===== src/rtl/serial_adder_seq.sv =====
// Bit-serial adder sequencer: feeds operand bit pairs LSB first through a
// 1-bit full adder, registering the carry between bits.

module serial_adder_fa (
    input  logic a,
    input  logic b,
    input  logic ci,
    output logic s,
    output logic co
);

    assign s  = a ^ b ^ ci;
    assign co = (a & b) | (ci & (a ^ b));

endmodule

module serial_adder_seq #(
    parameter int WIDTH = 8
) (
    input  logic             clk,
    input  logic             rst_n,
    input  logic             start,
    input  logic [WIDTH-1:0] op_a,
    input  logic [WIDTH-1:0] op_b,
    input  logic             cin,
    output logic             busy,
    output logic             done,
    output logic [WIDTH-1:0] sum,
    output logic             cout
);

    localparam int CW = (WIDTH > 1) ? $clog2(WIDTH) : 1;
    localparam logic [CW-1:0] LAST_BIT = CW'(WIDTH - 1);

    typedef enum logic [1:0] {
        IDLE = 2'd0,
        RUN  = 2'd1,
        DONE = 2'd2
    } state_t;

    state_t           state;
    state_t           state_nx;
    logic [WIDTH-1:0] a_sr;
    logic [WIDTH-1:0] b_sr;
    logic [WIDTH-1:0] res_sr;
    logic             carry;
    logic [CW-1:0]    cnt;
    logic [WIDTH-1:0] sum_q;
    logic             cout_q;

    logic load;
    logic step;
    logic last_bit;
    logic fa_s;
    logic fa_co;

    serial_adder_fa u_fa (
        .a  (a_sr[0]),
        .b  (b_sr[0]),
        .ci (carry),
        .s  (fa_s),
        .co (fa_co)
    );

    always_ff @(posedge clk or negedge rst_n) begin
        if (!rst_n) begin
            state <= IDLE;
        end else begin
            state <= state_nx;
        end
    end

    // DONE lasts exactly one cycle; a start seen there chains straight into RUN.
    always_comb begin
        state_nx = state;
        load     = 1'b0;
        step     = 1'b0;
        last_bit = (cnt == LAST_BIT);
        case (state)
            IDLE, DONE: begin
                if (start) begin
                    load     = 1'b1;
                    state_nx = RUN;
                end else begin
                    state_nx = IDLE;
                end
            end
            RUN: begin
                step = 1'b1;
                if (last_bit) begin
                    state_nx = DONE;
                end
            end
            default: state_nx = IDLE;
        endcase
    end

    always_ff @(posedge clk or negedge rst_n) begin
        if (!rst_n) begin
            a_sr   <= '0;
            b_sr   <= '0;
            res_sr <= '0;
            carry  <= 1'b0;
            cnt    <= '0;
            sum_q  <= '0;
            cout_q <= 1'b0;
        end else if (load) begin
            a_sr  <= op_a;
            b_sr  <= op_b;
            carry <= cin;
            cnt   <= '0;
        end else if (step) begin
            a_sr   <= a_sr >> 1;
            b_sr   <= b_sr >> 1;
            carry  <= fa_co;
            res_sr <= {fa_s, res_sr[WIDTH-1:1]};
            if (last_bit) begin
                // Publish the finished word; it is held until the next completion.
                sum_q  <= {fa_s, res_sr[WIDTH-1:1]};
                cout_q <= fa_co;
                cnt    <= '0;
            end else begin
                cnt <= cnt + CW'(1);
            end
        end
    end

    assign busy = (state == RUN);
    assign done = (state == DONE);
    assign sum  = sum_q;
    assign cout = cout_q;

endmodule


===== config.mk =====
export PLATFORM = sky130hd
export DESIGN_NAME = serial_adder_seq
export DESIGN_NICKNAME = d
export VERILOG_FILES = /design/src/rtl/serial_adder_seq.sv
export SDC_FILE = /design/constraint.sdc
export NUM_CORES = 1
export LEC_CHECK = 0
export CAP_MARGIN = 0
export CELL_PAD_IN_SITES_DETAIL_PLACEMENT = 0
export CELL_PAD_IN_SITES_GLOBAL_PLACEMENT = 1
export CORE_MARGIN = 2
export CORE_UTILIZATION = 30
export CTS_CLUSTER_DIAMETER = 30
export DETAILED_ROUTE_END_ITERATION = 10
export PLACE_DENSITY = 0.65
export SKIP_CTS_REPAIR_TIMING = 1
export SYNTH_ARGS = -nofsm -noshare
export SYNTH_HDL_FRONTEND = slang
export SYNTH_SLANG_ARGS = --single-unit
export TNS_END_PERCENT = 50

===== constraint.sdc =====
create_clock -name clk -period 1.7 [get_ports clk]
set_input_delay 0.17 -clock clk [delete_from_list [all_inputs] [get_ports clk]]
set_output_delay 0.17 -clock clk [all_outputs]
set_load 0.01 [all_outputs]

# ---- Word-level counts from Yosys, hierarchy flattened
# Cells that the tools add are included.
dict set report word_totals {
  regBits 39
  output_inout_bits 11
  inputBits 20
  elab_cells 39
}
dict set report classes {
  n_bitwise 6
  reduce_logical 5
  n_addsub 1
  eq_ne 4
  muxes 15
}
# op n
set op_table {}
lappend op_table {{$mux W8} 4}
lappend op_table {{$mux W3} 3}
lappend op_table {{$mux W1} 6}
lappend op_table {{$pmux W2 S2} 1}
lappend op_table {{$add A3 B1 Y3 const B} 1}
lappend op_table {{$eq A3 B3 Y1 const B} 1}
lappend op_table {{$reduce_and A3 Y1} 1}
lappend op_table {{$and A1 B1 Y1} 2}
lappend op_table {{$eq A2 B1 Y1 const B} 1}
lappend op_table {{$eq A2 B2 Y1 const B} 1}
lappend op_table {{$logic_not A2 Y1} 1}
lappend op_table {{$mux W2} 1}
lappend op_table {{$ne A2 B1 Y1 const B} 1}
lappend op_table {{$reduce_and A2 Y1} 1}
lappend op_table {{$reduce_bool A2 Y1} 1}
lappend op_table {{$reduce_or A2 Y1} 1}
lappend op_table {{$xor A1 B1 Y1} 2}
lappend op_table {{$not A1 Y1} 1}
lappend op_table {{$or A1 B1 Y1} 1}

# ---- Logic depth before layout (Yosys ltp)
# Gate-level depths: netlist of run 1.
dict set report depth {
  word_depth 5
  depth_mapped 6
  depth_no_buf 5
}

# ---- Hierarchy
# Synthesis of run 1 repeated with hierarchy kept, for this count alone.
dict set report unflattened {
  cells_unflattened 131
  hier_area_um2 1886.8
}
# mod n_inst area_each_um2 seq_area_each_um2 cells_each
set modules_own_cells {}
lappend modules_own_cells {serial_adder_seq 1 1866.8 950.9 130}
lappend modules_own_cells {serial_adder_fa 1 20.0 0.0 1}

# ---- Least setup slack after synthesis of run 1
# No wires, ideal clock.
dict set report synth_timing {
  kind {register -> register}
  start {register cnt[0]}
  end {register cnt[2]}
  n_path_buf 0
  arrival_ns 1.297
  setup_time_ns 0.121
  required_time_ns 1.579
  slack_ns 0.282
  period_less_slack_ns 1.418
  stages_incl_launch_ff 5
  cell_sequence {dfrtp_1 -> ha_1 -> ha_1 -> mux2_2 -> a22o_1}
}
dict set report synth_via {
  elab_chain_len 4
  word_cells_on_any_way 5
  cone_classes {add/sub: 1; eq/ne: 1; mux: 3}
}
# element line
set synth_rtl {}
lappend synth_rtl {{start, declared} 47} ;# logic [CW-1:0] cnt;
lappend synth_rtl {{start signal, assigned} 123} ;# cnt <= cnt + CW'(1);
lappend synth_rtl {{$add A3 B1 Y3 or $eq A3 B3 Y1 (tied branches)} {123, 78}}
lappend synth_rtl {{$mux W3 (*)} 117} ;# if (last_bit) begin
lappend synth_rtl {{$mux W3 (*)} 112} ;# end else if (step) begin
lappend synth_rtl {{$mux W3 (*)} 107} ;# end else if (load) begin
# Mark *: on every way between the ends. The rest lies on a longest branch, timed or not. The select of a mux whose other input is x is not followed.
# A chain may end at the register's enable or synchronous reset.

# ---- Worst setup path in the final report of run 1
dict set report layout_timing {
  start {register state[0]}
  end {output done}
}
dict set report layout_via {
  elab_chain_len 1
}
# element line
set layout_rtl {}
lappend layout_rtl {{start, declared} 41} ;# state_t state;
lappend layout_rtl {{start signal, assigned} 69} ;# state <= state_nx;
lappend layout_rtl {{$eq A2 B2 Y1} 129} ;# assign done = (state == DONE);
lappend layout_rtl {{end, declared} 27} ;# output logic done,
# No other way between the ends.

==> results of run 1 <==
state kept, by name, summed over array words and instances, names as in the netlist:
register / cells
cout: 1
res_sr: 7
b_sr: 8
a_sr: 8
cnt: 3
state: 2
sum: 8
carry: 1
cells in the mapped netlist:
master	number
nand2b_1	1
inv_4	1
dfrtp_1	38
and2b_1	1
nor3_1	13
o21ai_0	1
nor2_1	14
nand2_1	21
mux2_4	9
a21o_1	1
nand2_4	1
a211oi_1	3
buf_2	5
mux2i_1	3
inv_1	1
fa_1	1
ha_1	2
a21oi_1	3
a22o_1	5
buf_4	1
mux2_2	2
nor2b_1	4
buf_6	1
nand2b_4	1
clkbuf_1	1
o22ai_1	12
power groups by stage:
stage / Sequential [uW] / Clock, uW / Combinational (uW)
after detailed placement: 1640 / 0 / 1670
after CTS: 1630 / 789 / 1670
final: 1630 / 767 / 1640
after global routing: 1690 / 822 / 1840
after floorplan: 1600 / 0 / 1110
after global placement: 1620 / 0 / 1620
worst register-to-register path, cell delays in order (launching register included):
cell	delay [ns]
dfrtp_1	0.43
ha_1	0.24
ha_1	0.25
nand2_4	0.20
mux2_4	0.32
through the flow:
| stage | cell area [um2] | worst slack, ns |
|---|---|---|
| 3_3_place_gp | 2090 | 0.230 |
| 3_5_place_dp | 2090 | 0.191 |
| 2_1_floorplan | 1670 | 0.282 |
| 5_1_grt | 2220 | 0.0142 |
| 6_report | 2220 | 0.0670 |
| 4_1_cts | 2200 | -0.0933 |
cell usage in the layout (no fill, tap or decap), types with 2 or more instances in the layout:
| master | count |
|---|---|
| a211oi_1 | 3 |
| a21oi_1 | 3 |
| a22o_1 | 5 |
| buf_4 | 8 |
| clkbuf_8 | 5 |
| clkdlybuf4s50_1 | 28 |
| clkinvlp_4 | 2 |
| dfrtp_1 | 37 |
| ha_1 | 2 |
| mux2_2 | 2 |
| mux2_4 | 9 |
| mux2i_1 | 3 |
| nand2_1 | 21 |
| nor2_1 | 14 |
| nor2b_1 | 4 |
| nor3_1 | 13 |
| o22ai_1 | 12 |
per-layer routing:
metal	global-route usage, %	up-vias
li1	-	588
met1	15.5	588
met2	19.4	22
met3	3.56	4
met4	3.68	0
met5	0	-
worst max-delay path by stage:
stage,from,to
floorplan,cnt[0],cnt[2]
global placement,cnt[0],sum[3]
detailed placement,cnt[0],cnt[2]
CTS,state[1],busy
global route,state[0],done
finish,state[0],done
layout make-up:
cell class / count / area (um2)
well taps: 72 / 90.1
fillers: 505 / 3220
flip-flops and latches: 38 / 952
clock buffers: 5 / 68.8
clock inverters: 3 / 45.0
multi-input cells: 98 / 662
inverters: 2 / 10.0
repair buffers: 40 / 388
cell families after synthesis:
| kind of cell | synth area share (%) |
|---|---|
| compound gates | 10.1 |
| mux | 11.2 |
| buf+inv | 3.45 |
| flops | 56.9 |
| fa+ha+maj | 2.70 |
| simple gates | 15.6 |
==> reports/metrics.sh, run 1 <==
TIMING.FINAL.HOLD_VIOLATIONS=0
P_SW_SHARE_PCT=34.0
FINAL.HOLD.WORST_SLACK_NS=0.348
DIE_WIDTH_UM=78.6
FINAL_CLOCK_SKEW_NS=0.00707
NNETSFINAL=208
CLOCK_TREE.BUFFER_DEPTH=2
P_LEAK_uW=0.00100
SHARE_CLK_OF_TOTAL_POWER_PCT=19.0
PINT_uW=2660
SHARE_SEQ_OF_TOTAL_POWER_PCT=40.3
FINAL_UTIL_PCT=40.7
SLEW_HEADROOM_PCT=70.0
P_COMB_SHARE_PCT=40.7
VIAS_IN_THE_FIRST_GLOBAL_ROUTE=1253
ROUTE.DETAILED.DRC=0
DRT_WL_TOTAL_MM=3.35
ANTENNA-DIODE-COUNT=0
TOP_LEVEL_PORTS=31
DP_CELLS=249
PORT_BUFFERS=30
WORSTSETUPPATHTYPE='flop to primary output'
DRT_FIRST_PASS_ITERS=4
TOP_LAYER_USED='met4'
FINAL_LAYOUT_SIZE_SUFFIX_GT1_SHARE_PCT=17.7
DRV.MAX_CAP_VIOLATION_COUNT=0
CLOCK_TREE.ROOT_CELL='clkbuf_8'
NUM_ROWS=27
MIN_PATH_TYPE='input port to async pin'
CP_TOP_FAMILY='buffers and inverters'
ENDPOINT_KIND='primary output'
SYN-MEAN-INSTANCE-AREA_UM2=11.4
PATH_BUF_INV=1
POWER.DENSITY_CELL_AREA_nW_PER_UM2=1820
CRIT_REQUIRED_NS=1.53
POSTSYNTHCELLCOUNT=146
CRITICAL_PATH.REG2REG.ENDPOINT='sum[2]'
CRITPATHLAUNCHTYPE='flop'
CRITICAL_PATH.MAX_FANOUT=7
WORST_REG2REG_STARTPOINT='cnt[0]'
TIMING.FINAL.MAX_SLEW_VIOLATIONS=0
TOTAL_POWER_uW=4030
MET3_WIRELENGTH_UM=100
DEPTH_OF_THE_CRITICAL_TIMING_PATH_WITH_BUFFERS_AND_INVERTERS_INCLUDED=2
WIRELENGTH_MET1_MM=1.60
IR_DROP_uV=646
ROUTABILITYCONGESTION=0.732
SYNTHESIS.NETS=169
AREA.GROWTH.SYNTH_TO_FINAL_PCT=32.7
START_UTIL_PCT=30.7
ROUTE.ANTENNA.REMAINING_NETS=0
MET2ROUTEDLENGTH_MM=1.62
WORSTSKEWPAIRLATENCY_NS=0.29
PORTION_OF_THE_POST_SYNTHESIS_AREA_USED_BY_SEQUENTIAL_ELEMENTS_PCT=56.9
SETUP_VIOL=0
H-TREE-DEPTH=2
GRT_MAX_DEGREE=22
CPPEAKSTAGEDELAY_NS=0.55
LAYOUTNONFILLERINSTCOUNT=258
TRITONCTS_CLOCK_TREE='done'
SYNTH.LIB_CELLS_USED.DISTINCT=26
SETUP_TNS_NS=0
YS_SEQ_ELEMENTS=38
SYNTH_AREA_LEADERS='dfrtp_1 57%, mux2_4 8.1%, nand2_1 4.7%'
FINAL_MIN_PERIOD_OVER_CLOCK_PERIOD_PCT=96.1
POST-ROUTE-MIN-PERIOD_NS=1.63
OUTCOME='complete, no violations'
ROUTED_VIA_DENSITY=4.66
GLOBAL_ROUTE.USAGE.TOTAL_PCT=12.0
DIE_AREA_UM2=6180
ARRIVAL_NS=1.46
RSZ0062_AT_GRT='no'
TIMING.CRITICAL_PATH.SLOWEST_STAGE_CELL='clkdlybuf4s50_1'
YOSYSTOPAREACELLSHARE_PCT=56.9
ANTENNA_FOUND_INITIAL=0
CRIT_CHAIN='nor2b_1, clkdlybuf4s50_1'
CLKSINKCOUNT=38
POWER.NET_SWITCHING_uW=1370
ROUTED-VIA-COUNT=1202
FIRST_ITER_VIOLATIONS=35
LEAST_MARGIN_PIN_SLEW_NS=0.450
SETUP_SLACK_REG_TO_REG_NS=0.16
CTS_MADE_BUFFERS=5
R2R.WORST_PATH.CELLS=4
MAXIMUM_OPERATING_FREQUENCY_GHz=0.612
HPWL_MM=2.41
NETLIST_AREA_UM2=1670
CTS.REPORTEDPATHS.CLKPINSLEW_NS=0.08
DIE_HEIGHT_UM=78.6
AVGROUTEDWIREPERCELL_UM=13.0
GRT_FIRST_PASS_WIRELENGTH_MM=5.80
SYNTH_TOP_AREA_CELL='dfrtp_1'
GLOBAL_ROUTE.OVERFLOW_TOTAL=0
SYNTH-WARNING-COUNT=0
CORE_AREA_UM2=5440
Power figures use the tool's default switching activity.
==> inputs of run 2 (changes only) <==
Settings changed: CELL_PAD_IN_SITES_DETAIL_PLACEMENT 0 to unset, CELL_PAD_IN_SITES_GLOBAL_PLACEMENT 1 to unset, CTS_CLUSTER_SIZE set to 8, PLACE_DENSITY 0.65 to 0.55.
==> reports/metrics.sh, run 2 (same netlist as run 1, synthesis figures left out) <==
OUTCOME='complete, no violations'
START_UTIL_PCT=30.7  # unchanged
LEAST_MARGIN_PIN_SLEW_NS=0.540  # +0.0905 ns
PATH_BUF_INV=2  # +1
TOP_LEVEL_PORTS=31  # unchanged
ARRIVAL_NS=1.47  # about the same
ROUTED_VIA_DENSITY=4.77  # +2.4%
AVGROUTEDWIREPERCELL_UM=13.0  # -0.24%
CLKSINKCOUNT=38  # unchanged
ANTENNA-DIODE-COUNT=0  # unchanged
DP_CELLS=247  # -0.80%
DRV.MAX_CAP_VIOLATION_COUNT=0  # unchanged
TRITONCTS_CLOCK_TREE='done'
GLOBAL_ROUTE.OVERFLOW_TOTAL=0  # unchanged
SETUP.WORST_PATH.START='state[1]'
HPWL_MM=2.30  # -4.4%
ANTENNA_FOUND_INITIAL=0  # unchanged
PLACE_WORST_SETUP_SLACK_NS=0.223  # +0.0319 ns
TIMING.FINAL.WS_SETUP_NS=0.0552  # -0.0118 ns
CTS_MADE_BUFFERS=5  # unchanged
LAYOUT_COMMON_CELLS='36 x dfrtp_1, 29 x clkdlybuf4s50_1, 21 x nand2_1, 14 x nor2_1, 13 x nor3_1'
CTS.REPORTEDPATHS.CLKPINSLEW_NS=0.07  # about the same
FINAL_COMMON_CELL='dfrtp_1'
SETUP_VIOL=0  # unchanged
ROUTED-VIA-COUNT=1226  # +2.0%
H-TREE-DEPTH=2  # unchanged
CRIT_CHAIN='nand2b_4, inv_4, clkdlybuf4s50_1'
AREA.GROWTH.SYNTH_TO_FINAL_PCT=31.1
WORSTSETUPPATHTYPE='flop to primary output'
CRITPATHLAUNCHTYPE='flop'
ROUTABILITYCONGESTION=0.805  # +9.9%
FINAL_CLOCK_SKEW_NS=0.00652  # -0.000549 ns
POWER.DENSITY_CELL_AREA_nW_PER_UM2=1830  # +0.68%
CRIT_REQUIRED_NS=1.53  # about the same
MAXIMUM_OPERATING_FREQUENCY_GHz=0.608  # -0.72%
GRT_FIRST_PASS_WIRELENGTH_MM=6.09  # +5.0%
CPPEAKSTAGEDELAY_NS=0.53  # -0.02 ns
NNETSFINAL=207  # -0.48%
CLOCK_TREE.ROOT_CELL='clkbuf_8'
DIE_HEIGHT_UM=78.6  # unchanged
TIMING.FINAL.MAX_SLEW_VIOLATIONS=0  # unchanged
GLOBAL_ROUTE.USAGE.TOTAL_PCT=12.3  # +0.31 points
P_LEAK_uW=0.000994  # -0.76%
FIRST_ITER_VIOLATIONS=76  # +120%
CP_TOP_FAMILY='buffers and inverters'
IR_DROP_uV=734  # +14%
ENDPOINT_KIND='primary output'
CORE_AREA_UM2=5440  # unchanged
GRT_MAX_DEGREE=39  # +77%
CRITICAL_PATH.MAX_FANOUT=4  # -3
SLEW_HEADROOM_PCT=64.0  # -6.0 points
CLOCK_TREE.BUFFER_DEPTH=2  # unchanged
TIMING.CRITICAL_PATH.SLOWEST_STAGE_CELL='clkdlybuf4s50_1'
VIAS_IN_THE_FIRST_GLOBAL_ROUTE=1280  # +2.2%
PORT_BUFFERS=30  # unchanged
WORSTSKEWPAIRLATENCY_NS=0.29  # about the same
POST-ROUTE-MIN-PERIOD_NS=1.64  # +0.0118 ns
ROUTE.DETAILED.DRC=0  # unchanged
DRT_FIRST_PASS_ITERS=4  # unchanged
DRT_WL_TOTAL_MM=3.33  # -0.63%
DIE_WIDTH_UM=78.6  # unchanged
SETUP_TNS_NS=0  # unchanged
WORST_REG2REG_STARTPOINT='cnt[0]'
NUM_ROWS=27  # unchanged
DIE_AREA_UM2=6180  # unchanged
TIMING.FINAL.HOLD_VIOLATIONS=0  # unchanged
FINAL_LAYOUT_SIZE_SUFFIX_GT1_SHARE_PCT=17.8  # +0.096 points
ROUTE.ANTENNA.REMAINING_NETS=0  # unchanged
MIN_PATH_TYPE='input port to async pin'
FINAL_MIN_PERIOD_OVER_CLOCK_PERIOD_PCT=96.8  # +0.69 points
LAYOUTNONFILLERINSTCOUNT=257  # -0.39%
==> run 2: cell types whose count changed in the layout (fill, tap and decap cells not counted), sizes merged <==
cell and delta:
clkinv +2, clkinvlp -2, clkdlybuf4s50 +1, dlymetal6s2s -1, buf -1
==> run 2: where the power goes <==
group / total [uW] / leakage, uW / internal, uW / switching, uW
Sequential: 1630 / 0.000464 / 1330 / 300
Combinational: 1630 / 0.000472 / 888 / 745
Clock: 750 / 0.0000579 / 432 / 318
Total: 4010 / 0.000994 / 2650 / 1360
==> run 2: worst paths after layout <==
kind                                  end  slack [ns]  depth (start not counted)
worst max-delay path                 busy        0.06                          3
worst min-delay path              b_sr[2]        0.47                          3
worst max register to register     sum[3]        0.21                          4
worst min register to register  res_sr[1]        0.50                          2
max in group asynchronous        state[0]        0.86                          3
min in group clk                  a_sr[3]        0.49                          3
==> run 2: cell type report <==
cell class                 count  area [um2]
clock buffer                   5        68.8
clock inverter                 3        40.0
fill                         518        3250
inverter                       2        10.0
multi-input combinational     98         662
sequential                    38         953
tap                           72        90.1
timing repair buffer          39         365
==> run 2: layer usage <==
layer	up-vias	part of all wire (%)	track usage, %
met3	5	3.9	2.87
met4	0	0.81	3.86
met2	32	49	21.1
li1	588	-	-
met5	-	0	0
met1	601	47	15.4
==> run 2: tightest hold or removal path: stages <==
cell	delay (ns)
dlygate4sd3_1	0.53
buf_2	0.10
buf_4	0.40
==> run 2: per-stage QoR <==
step | hold slack, ns | utilization, % | power, uW | cell area (um2)
2_1_floorplan | -0.126 | - | 2710 | 1670
6_report | 0.474 | 40.3 | 4010 | 2190
4_1_cts | -0.0616 | 39.9 | 4050 | 2170
3_3_place_gp | 0.243 | 37.9 | 3210 | 2060
5_1_grt | 0.504 | 40.3 | 4340 | 2190
3_5_place_dp | 0.252 | 37.9 | 3280 | 2060
